<file path="config.mk">
export PLATFORM = sky130hd
export DESIGN_NAME = spi_master
export DESIGN_NICKNAME = d
export VERILOG_FILES = /design/src/rtl/spi_pkg.sv /design/src/rtl/spi_phase_cnt.sv /design/src/rtl/spi_master.sv
export SDC_FILE = /design/constraint.sdc
export NUM_CORES = 1
export LEC_CHECK = 0
export CAP_MARGIN = 30
export CORE_ASPECT_RATIO = 0.6
export CORE_MARGIN = 5
export CORE_UTILIZATION = 40
export DETAILED_ROUTE_END_ITERATION = 8
export PLACE_DENSITY = 0.64
export SLEW_MARGIN = 25
export SYNTH_ARGS = -nofsm -noshare
export SYNTH_HDL_FRONTEND = slang
export SYNTH_SLANG_ARGS = --single-unit
export TNS_END_PERCENT = 30
</file>
<file path="constraint.sdc">
create_clock -name clk -period 3.98 [get_ports clk]
set_input_delay 0.597 -clock clk [delete_from_list [all_inputs] [get_ports clk]]
set_output_delay 0.597 -clock clk [all_outputs]
set_load 0.01 [all_outputs]
</file>
<file path="src/rtl/spi_pkg.sv">
// spi_pkg: SPI state encoding and default frame parameters shared by master and slave benches
package spi_pkg;
  localparam int SPI_DATA_W = 8;
  localparam int SPI_CLK_DIV = 2;
  typedef enum logic [2:0] {IDLE, SETUP, SHIFT_HI, SHIFT_LO, HOLD, DONE} spi_state_t;
endpackage

</file>
<file path="src/rtl/spi_phase_cnt.sv">
// spi_phase_cnt: loadable down-counter; tc is high while the count sits at zero
module spi_phase_cnt #(
  parameter int W = 2
) (
  input  logic         clk,
  input  logic         reset,
  input  logic         load,
  input  logic [W-1:0] load_val,
  output logic         tc
);
  logic [W-1:0] cnt;
  always_ff @(posedge clk or posedge reset)
    if (reset) cnt <= '0;
    else if (load) cnt <= load_val;
    else if (cnt != '0) cnt <= cnt - 1'b1;
  assign tc = cnt == '0;
endmodule

</file>
<file path="src/rtl/spi_master.sv">
// spi_master: single-word SPI master, SCLK idle low, MSB first, MISO sampled on SCLK fall.
// SPI_MASTER_LOOPBACK_EN adds a loopback input that samples the MOSI register instead of MISO.
module spi_master
  import spi_pkg::*;
#(
  parameter int DATA_W   = SPI_DATA_W,
  parameter int CLK_DIV  = SPI_CLK_DIV,
  parameter int CS_SETUP = 2,
  parameter int CS_HOLD  = 2
) (
  input  logic              clk,
  input  logic              reset,
  input  logic              start,
  input  logic [DATA_W-1:0] tx_data,
`ifdef SPI_MASTER_LOOPBACK_EN
  input  logic              loopback,
`endif
  output logic              busy,
  output logic              done,
  output logic [DATA_W-1:0] rx_data,
  output logic              SCLK,
  output logic              CS,
  output logic              MOSI,
  input  logic              MISO
);
  // HOLD also covers the final SCLK low half-period so the frame is 2*CLK_DIV per bit
  localparam int HOLD_LEN = CLK_DIV + CS_HOLD;
  localparam int MAX_LEN = (CS_SETUP > HOLD_LEN) ? CS_SETUP : HOLD_LEN;
  localparam int CW = $clog2(MAX_LEN + 1);
  localparam int BW = $clog2(DATA_W);
  spi_state_t state, next_state;
  logic load, tc, last_bit, sample;
  logic [CW-1:0] load_val;
  logic [BW-1:0] bits_sent;
  logic [DATA_W-1:0] tx_sr, rx_sr;
  spi_phase_cnt #(.W(CW)) u_cnt (
    .clk(clk), .reset(reset), .load(load), .load_val(load_val), .tc(tc)
  );
  assign last_bit = bits_sent == BW'(DATA_W - 1);
`ifdef SPI_MASTER_LOOPBACK_EN
  assign sample = loopback ? MOSI : MISO;
`else
  assign sample = MISO;
`endif
  always_ff @(posedge clk or posedge reset)
    if (reset) state <= IDLE;
    else state <= next_state;
  always_comb begin
    next_state = state;
    load = 1'b0;
    load_val = '0;
    case (state)
      IDLE: if (start) begin
        next_state = SETUP;
        load = 1'b1;
        load_val = CW'(CS_SETUP - 1);
      end
      SETUP: if (tc) begin
        next_state = SHIFT_HI;
        load = 1'b1;
        load_val = CW'(CLK_DIV - 1);
      end
      SHIFT_HI: if (tc) begin
        next_state = last_bit ? HOLD : SHIFT_LO;
        load = 1'b1;
        load_val = last_bit ? CW'(HOLD_LEN - 1) : CW'(CLK_DIV - 1);
      end
      SHIFT_LO: if (tc) begin
        next_state = SHIFT_HI;
        load = 1'b1;
        load_val = CW'(CLK_DIV - 1);
      end
      HOLD: if (tc) next_state = DONE;
      DONE: next_state = IDLE;
      default: next_state = IDLE;
    endcase
  end
  always_ff @(posedge clk or posedge reset)
    if (reset) begin
      CS <= 1'b1;
      SCLK <= 1'b0;
      MOSI <= 1'b0;
      busy <= 1'b0;
      done <= 1'b0;
      rx_data <= '0;
      tx_sr <= '0;
      rx_sr <= '0;
      bits_sent <= '0;
    end else begin
      case (state)
        IDLE: if (start) begin
          tx_sr <= tx_data;
          CS <= 1'b0;
          MOSI <= tx_data[DATA_W-1];
          busy <= 1'b1;
          bits_sent <= '0;
        end
        SETUP: if (tc) SCLK <= 1'b1;
        SHIFT_HI: if (tc) begin
          SCLK <= 1'b0;
          rx_sr <= {rx_sr[DATA_W-2:0], sample};
          if (!last_bit) begin
            MOSI <= tx_sr[DATA_W-2];
            tx_sr <= tx_sr << 1;
            bits_sent <= bits_sent + 1'b1;
          end
        end
        SHIFT_LO: if (tc) SCLK <= 1'b1;
        HOLD: if (tc) begin
          CS <= 1'b1;
          rx_data <= rx_sr;
          done <= 1'b1;
        end
        DONE: begin
          busy <= 1'b0;
          done <= 1'b0;
        end
        default: ;
      endcase
    end
endmodule
</file>
## Yosys cells after proc, flatten, opt, wreduce, memory -nomap -nowiden

Cells that the tools add are included.

| storage, ports and cells | value |
|---|---|
| register bits after elaboration | 37 |
| output and inout port bits | 13 |
| logic and storage cells | 79 |

| operators by class | value |
|---|---|
| add/sub/neg operators | 2 |
| equality and inequality tests | 11 |
| mux-type cells | 36 |
| reductions and logical operators | 19 |

Operator list:

| cell | count |
|---|---|
| $mux W3 | 10 |
| $mux W7 | 3 |
| $pmux W7 S2 | 1 |
| $pmux W1 S2 | 6 |
| $pmux W3 S4 | 1 |
| $reduce_bool A2 Y1 | 6 |
| $mux W1 | 11 |
| $eq A3 B3 Y1 const B | 3 |
| $ne A2 B2 Y1 const B | 4 |
| $reduce_and A2 Y1 | 4 |
| $reduce_and A4 Y1 | 2 |
| $eq A3 B2 Y1 const B | 2 |
| $logic_not A3 Y1 | 2 |
| $pmux W2 S3 | 1 |
| $pmux W3 S2 | 1 |
| $reduce_and A3 Y1 | 2 |
| $mux W2 | 2 |
| $add A3 B1 Y3 const B | 1 |
| $eq A3 B1 Y1 const B | 1 |
| $reduce_bool A3 Y1 | 1 |
| $reduce_or A3 Y1 | 1 |
| $sub A3 B1 Y3 const B | 1 |
| $ne A2 B1 Y1 const B | 1 |
| $reduce_or A2 Y1 | 1 |

## Longest topological paths before layout

| depth | value |
|---|---|
| word-level depth | 5 |
| gate-level depth with buffers | 8 |
| mapped depth without buffers | 6 |

## Hierarchy

A second synthesis with hierarchy kept.

| second synthesis, totals | value |
|---|---|
| cells, all modules | 148 |
| area total of the unflattened synthesis | 1,849.3 µm² |

Modules (own cells, without submodules):

| module | times used | cells an instance | area each (µm²) | sequential area each (µm²) |
|---|---|---|---|---|
| spi_master | 1 | 126 | 1,645.3 | 852.1 |
| spi_phase_cnt | 1 | 22 | 203.9 | 75.1 |

## Least setup slack after synthesis

No wires, ideal clock.

| timing path | value |
|---|---|
| path kind | reg-to-reg |
| from | register u_cnt.cnt[0] |
| to | register MOSI |
| library setup time | 123 ps |
| data arrival time | 1,611 ps |
| data required time | 3,857 ps |
| setup slack | 2,246 ps |
| cell stages (with the launch flop) | 9 |
| path buffers | 2 |
| clock period less this slack | 1,734 ps |
| cell sequence | dfrtp_1 inv_1 ha_1 ha_1 and4bb_1 buf_2 nand2b_1 buf_2 o221a_1 |

| between the ends | value |
|---|---|
| longest elaborated chain between the ends | 3 |

RTL lines:

| element | RTL line | source |
|---|---|---|
| start, declared | spi_phase_cnt.sv:11 | `logic [W-1:0] cnt;` |
| start signal, assigned | spi_phase_cnt.sv:14 | `else if (load) cnt <= load_val;` |
| start signal, assigned | spi_phase_cnt.sv:15 | `else if (cnt != '0) cnt <= cnt - 1'b1;` |
| $logic_not A3 Y1 | spi_phase_cnt.sv:16 | `assign tc = cnt == '0;` |
| $ne A2 B2 Y1 (no line) | - |  |
| $reduce_and A4 Y1 (no line) | - |  |
| end signal, assigned | spi_master.sv:94 | `MOSI <= tx_data[DATA_W-1];` |
| end signal, assigned | spi_master.sv:103 | `MOSI <= tx_sr[DATA_W-2];` |
| end, declared | spi_master.sv:23 | `output logic MOSI,` |

Every way passes these cells.
A chain may end at the register's enable or synchronous reset.

## Final worst setup path

| timing path | value |
|---|---|
| from | register u_cnt.cnt[0] |
| to | register tx_sr[3] |

| between the ends | value |
|---|---|
| longest elaborated chain between the ends | 3 |

RTL lines:

| element | RTL line | source |
|---|---|---|
| $logic_not A3 Y1 | spi_phase_cnt.sv:16 |  |
| $ne A2 B2 Y1 (no line) | - |  |
| $reduce_and A4 Y1 (no line) | - |  |
| end signal, assigned | spi_master.sv:92 | `tx_sr <= tx_data;` |
| end signal, assigned | spi_master.sv:104 | `tx_sr <= tx_sr << 1;` |
| end, declared | spi_master.sv:35 | `logic [DATA_W-1:0] tx_sr, rx_sr;` |

Every way passes these cells.

==> metrics <==
Clk Tree Root Cell clkbuf_8; # diodes 0; gpl congestion 0.7357; Setup Crit Path Kind reg2reg; syn_area_per_cell approximately 11 sq um; slowest stage delay, CP approximately 480 ps; worst-case clock skew between 2 and 3 ps; post_cts resized 0; first-pass GRT wire length about 5500 um; power per cell area around 600 mW/mm^2; Post-CTS Setup Bufs 0; largest net degree at the start of global routing 38; Die Area about 0.0057 sq mm; leakage between 0.9 and 1 nW; RSZ-0062 raised after global routing false; crit end category flop; Core Util, Final about 50%; via count 1209; synthesized cell area 0.001688 sq mm; Max-Cap Viols 0; # setup viols final 0; initial DRC count 17; I/O Pins 25; GRT Total Usage between 10% and 20%; Final TNS setup 0 ps; Final period util 58.39%; Yosys top cell area share between 50% and 60%; total chip power about 1.3 mW; slew margin rel. between 60% and 70%; Initial Util between 40% and 50%; IO Port Bufs 24; Place WS 1640 ps; Post-synth EDFFs 0; drt total wl approximately 3300 um; sequential area share after synthesis roughly 55%; core area a little over 0.004 sq mm; data required time at the worst endpoint approximately 4200 ps; slack of the critical path around 1700 ps; final hold violations 0; r2r setup slk approximately 1700 ps; RR Endpoint tx_sr[3]$_DFFE_PP0P_; crit-path most repeated cell ha_1; DRT antenna net count 0; Area Overhead vs Synth 20.90%; synth unique cells 33; Fmax achieved between 400 and 500 MHz; post-synth top area cell dfrtp_1; share of cells above drive strength 1 ~8.5%; Main synth FF type dfrtp_1; die width between 90 and 100 um; H-tree depth 2; count leader, synth dfrtp_1; CTS tree yes; chip height 60.32 um; Min-Delay Path Class reg2reg; CP Capture Point tx_sr[3]$_DFFE_PP0P_; DR DRC count 0; HPWL Detailed around 2300 um; worst vdd ir 0.2508 mV; Clk pin slew, worst setup/hold paths 70 ps; Synth area leaders dfrtp_1 53%, nand2_1 6.7%, mux2_1 5.3%; # nets final 191; vias in the first global route between 1000 and 1500; Yosys warnings 0; syn_nets 168; CP max stage cell ha_1; CP cell instances inv_1, ha_1, ha_1, and4bb_1, nand2b_1, o221a_1; Post-synth top cells 36 x dfrtp_1, 30 x nand2_1, 9 x nand2b_1, 8 x a21oi_1, 8 x mux2_1; status completed; FF+latch count, synth 37; fin crit period about 2300 ps; Final Max Tran Viols 0; cts hold-fix bufs 0; drt wl/cell 13.78 um; r2r startpoint u_cnt.cnt[0]$_DFFE_PP0P_; vias per cell between 5 and 6; Syn Inst Count between 150 and 200; gr ovfl total 0; Least-Margin Pin Slew between 500 and 600 ps; share of synthesized registers carrying an async set or reset 100.0%; Clock Latency Late Sink between 200 and 300 ps; Num CTS Buffers 5; Longest Clk Path Bufs 2; crit path DAT about 2500 ps; drt pass-1 iters 4; Critical Path Start u_cnt.cnt[0]$_DFFE_PP0P_; maximum fanout along the worst path 16; initial antenna violation count 0; TritonCTS Sinks 37; # rows 18; R2R cell count 6; CP Launch Type flop
==> cell type report <==
class,instances,area (sq um)
clock buffer,5,68.82
sequential,37,927.1
clock inverter,3,17.52
fill,381,2058
timing repair buffer,25,247.7
tap,60,75.07
inverter,7,26.28
multi-input combinational,99,678.2
==> through the flow <==
step                      std cells  area, sq um  hold WS [ps]
after floorplan                 152         1688         441.8
after global placement          228         1954         462.6
after detailed placement        228         1954         475.0
after CTS                       236         2041         492.1
after global routing            236         2041         517.7
final                           236         2041         484.4
==> layer usage <==
| layer | wire length (um) | vias up | GRT usage, % |
|---|---|---|---|
| met2 | 1482 | 26 | 20.69 |
| met5 | 0 | - | 0 |
| li1 | - | 569 | - |
| met4 | 64 | 0 | 5.556 |
| met1 | 1527 | 604 | 15.46 |
| met3 | 178 | 10 | 4.654 |
==> flip-flops by register name, indices dropped and copies added, names as in the netlist <==
signal and cells:
rx_sr 8, MOSI 1, SCLK 1, tx_sr 7, CS 1, done 1, bits_sent 3, busy 1
state 3, u_cnt.cnt 3, rx_data 8
==> kinds of logic (layout without fill, tap and decap cells) <==
group,Yosys count,count (layout),synth area share (%)
and+or+nand+nor,55,55,17.79
adders and majority gates,4,4,2.965
AOI/OAI and AO/OA,30,30,12.97
buffers and inverters,16,40,4.893
DFF,37,37,54.93
muxes,9,9,5.931
xor gates and xnor gates,1,1,0.5190
==> worst max-delay path, delay by kind of cell, from the launching register on <==
family	cells	cell delay, ps
compound gates	1	340
buf+inv	1	60
flops	1	400
simple gates	2	780
fa+ha+maj	2	620
==> worst min-delay path by stage <==
stage	startpoint	endpoint	slack, ps	cells after the start
final	rx_data[5]$_DFFE_PP0P_	rx_data[5]$_DFFE_PP0P_	480	1
after global placement	rx_sr[7]$_DFFE_PP0P_	rx_sr[7]$_DFFE_PP0P_	460	2
after CTS	rx_data[1]$_DFFE_PP0P_	rx_data[1]$_DFFE_PP0P_	490	1
after global routing	rx_data[4]$_DFFE_PP0P_	rx_data[4]$_DFFE_PP0P_	520	1
after floorplan	rx_sr[7]$_DFFE_PP0P_	rx_sr[7]$_DFFE_PP0P_	440	2
after detailed placement	SCLK$_DFFE_PP0P_	SCLK$_DFFE_PP0P_	480	1
==> power by group <==
part | switching (mW) | internal [mW] | leakage, nW
logic | 0.209 | 0.192 | 0.406
clock network | 0.137 | 0.121 | 0.0439
registers | 0.109 | 0.494 | 0.453
==> cell usage in the layout, fill, tap and decap left out, drive strengths merged <==
cell type,n
xor2,1
dfrtp,36
and4bb,1
clkinvlp,1
ha,4
or3,1
clkbuf,5
mux2,8
o221a,7
buf,1
a21oi,8
or3b,1
and2b,1
clkinv,2
nor3,1
mux2i,1
nand2b,9
a31oi,2
nor4b,1
o21ai,9
inv,7
nand2,30
o21bai,1
o211ai,2
nor2,6
or4b,1
nand4bb,1
dfstp,1
and3,1
nor2b,1
clkdlybuf4s50,24
o2bb2ai,1
Power figures use the tool's default switching activity.
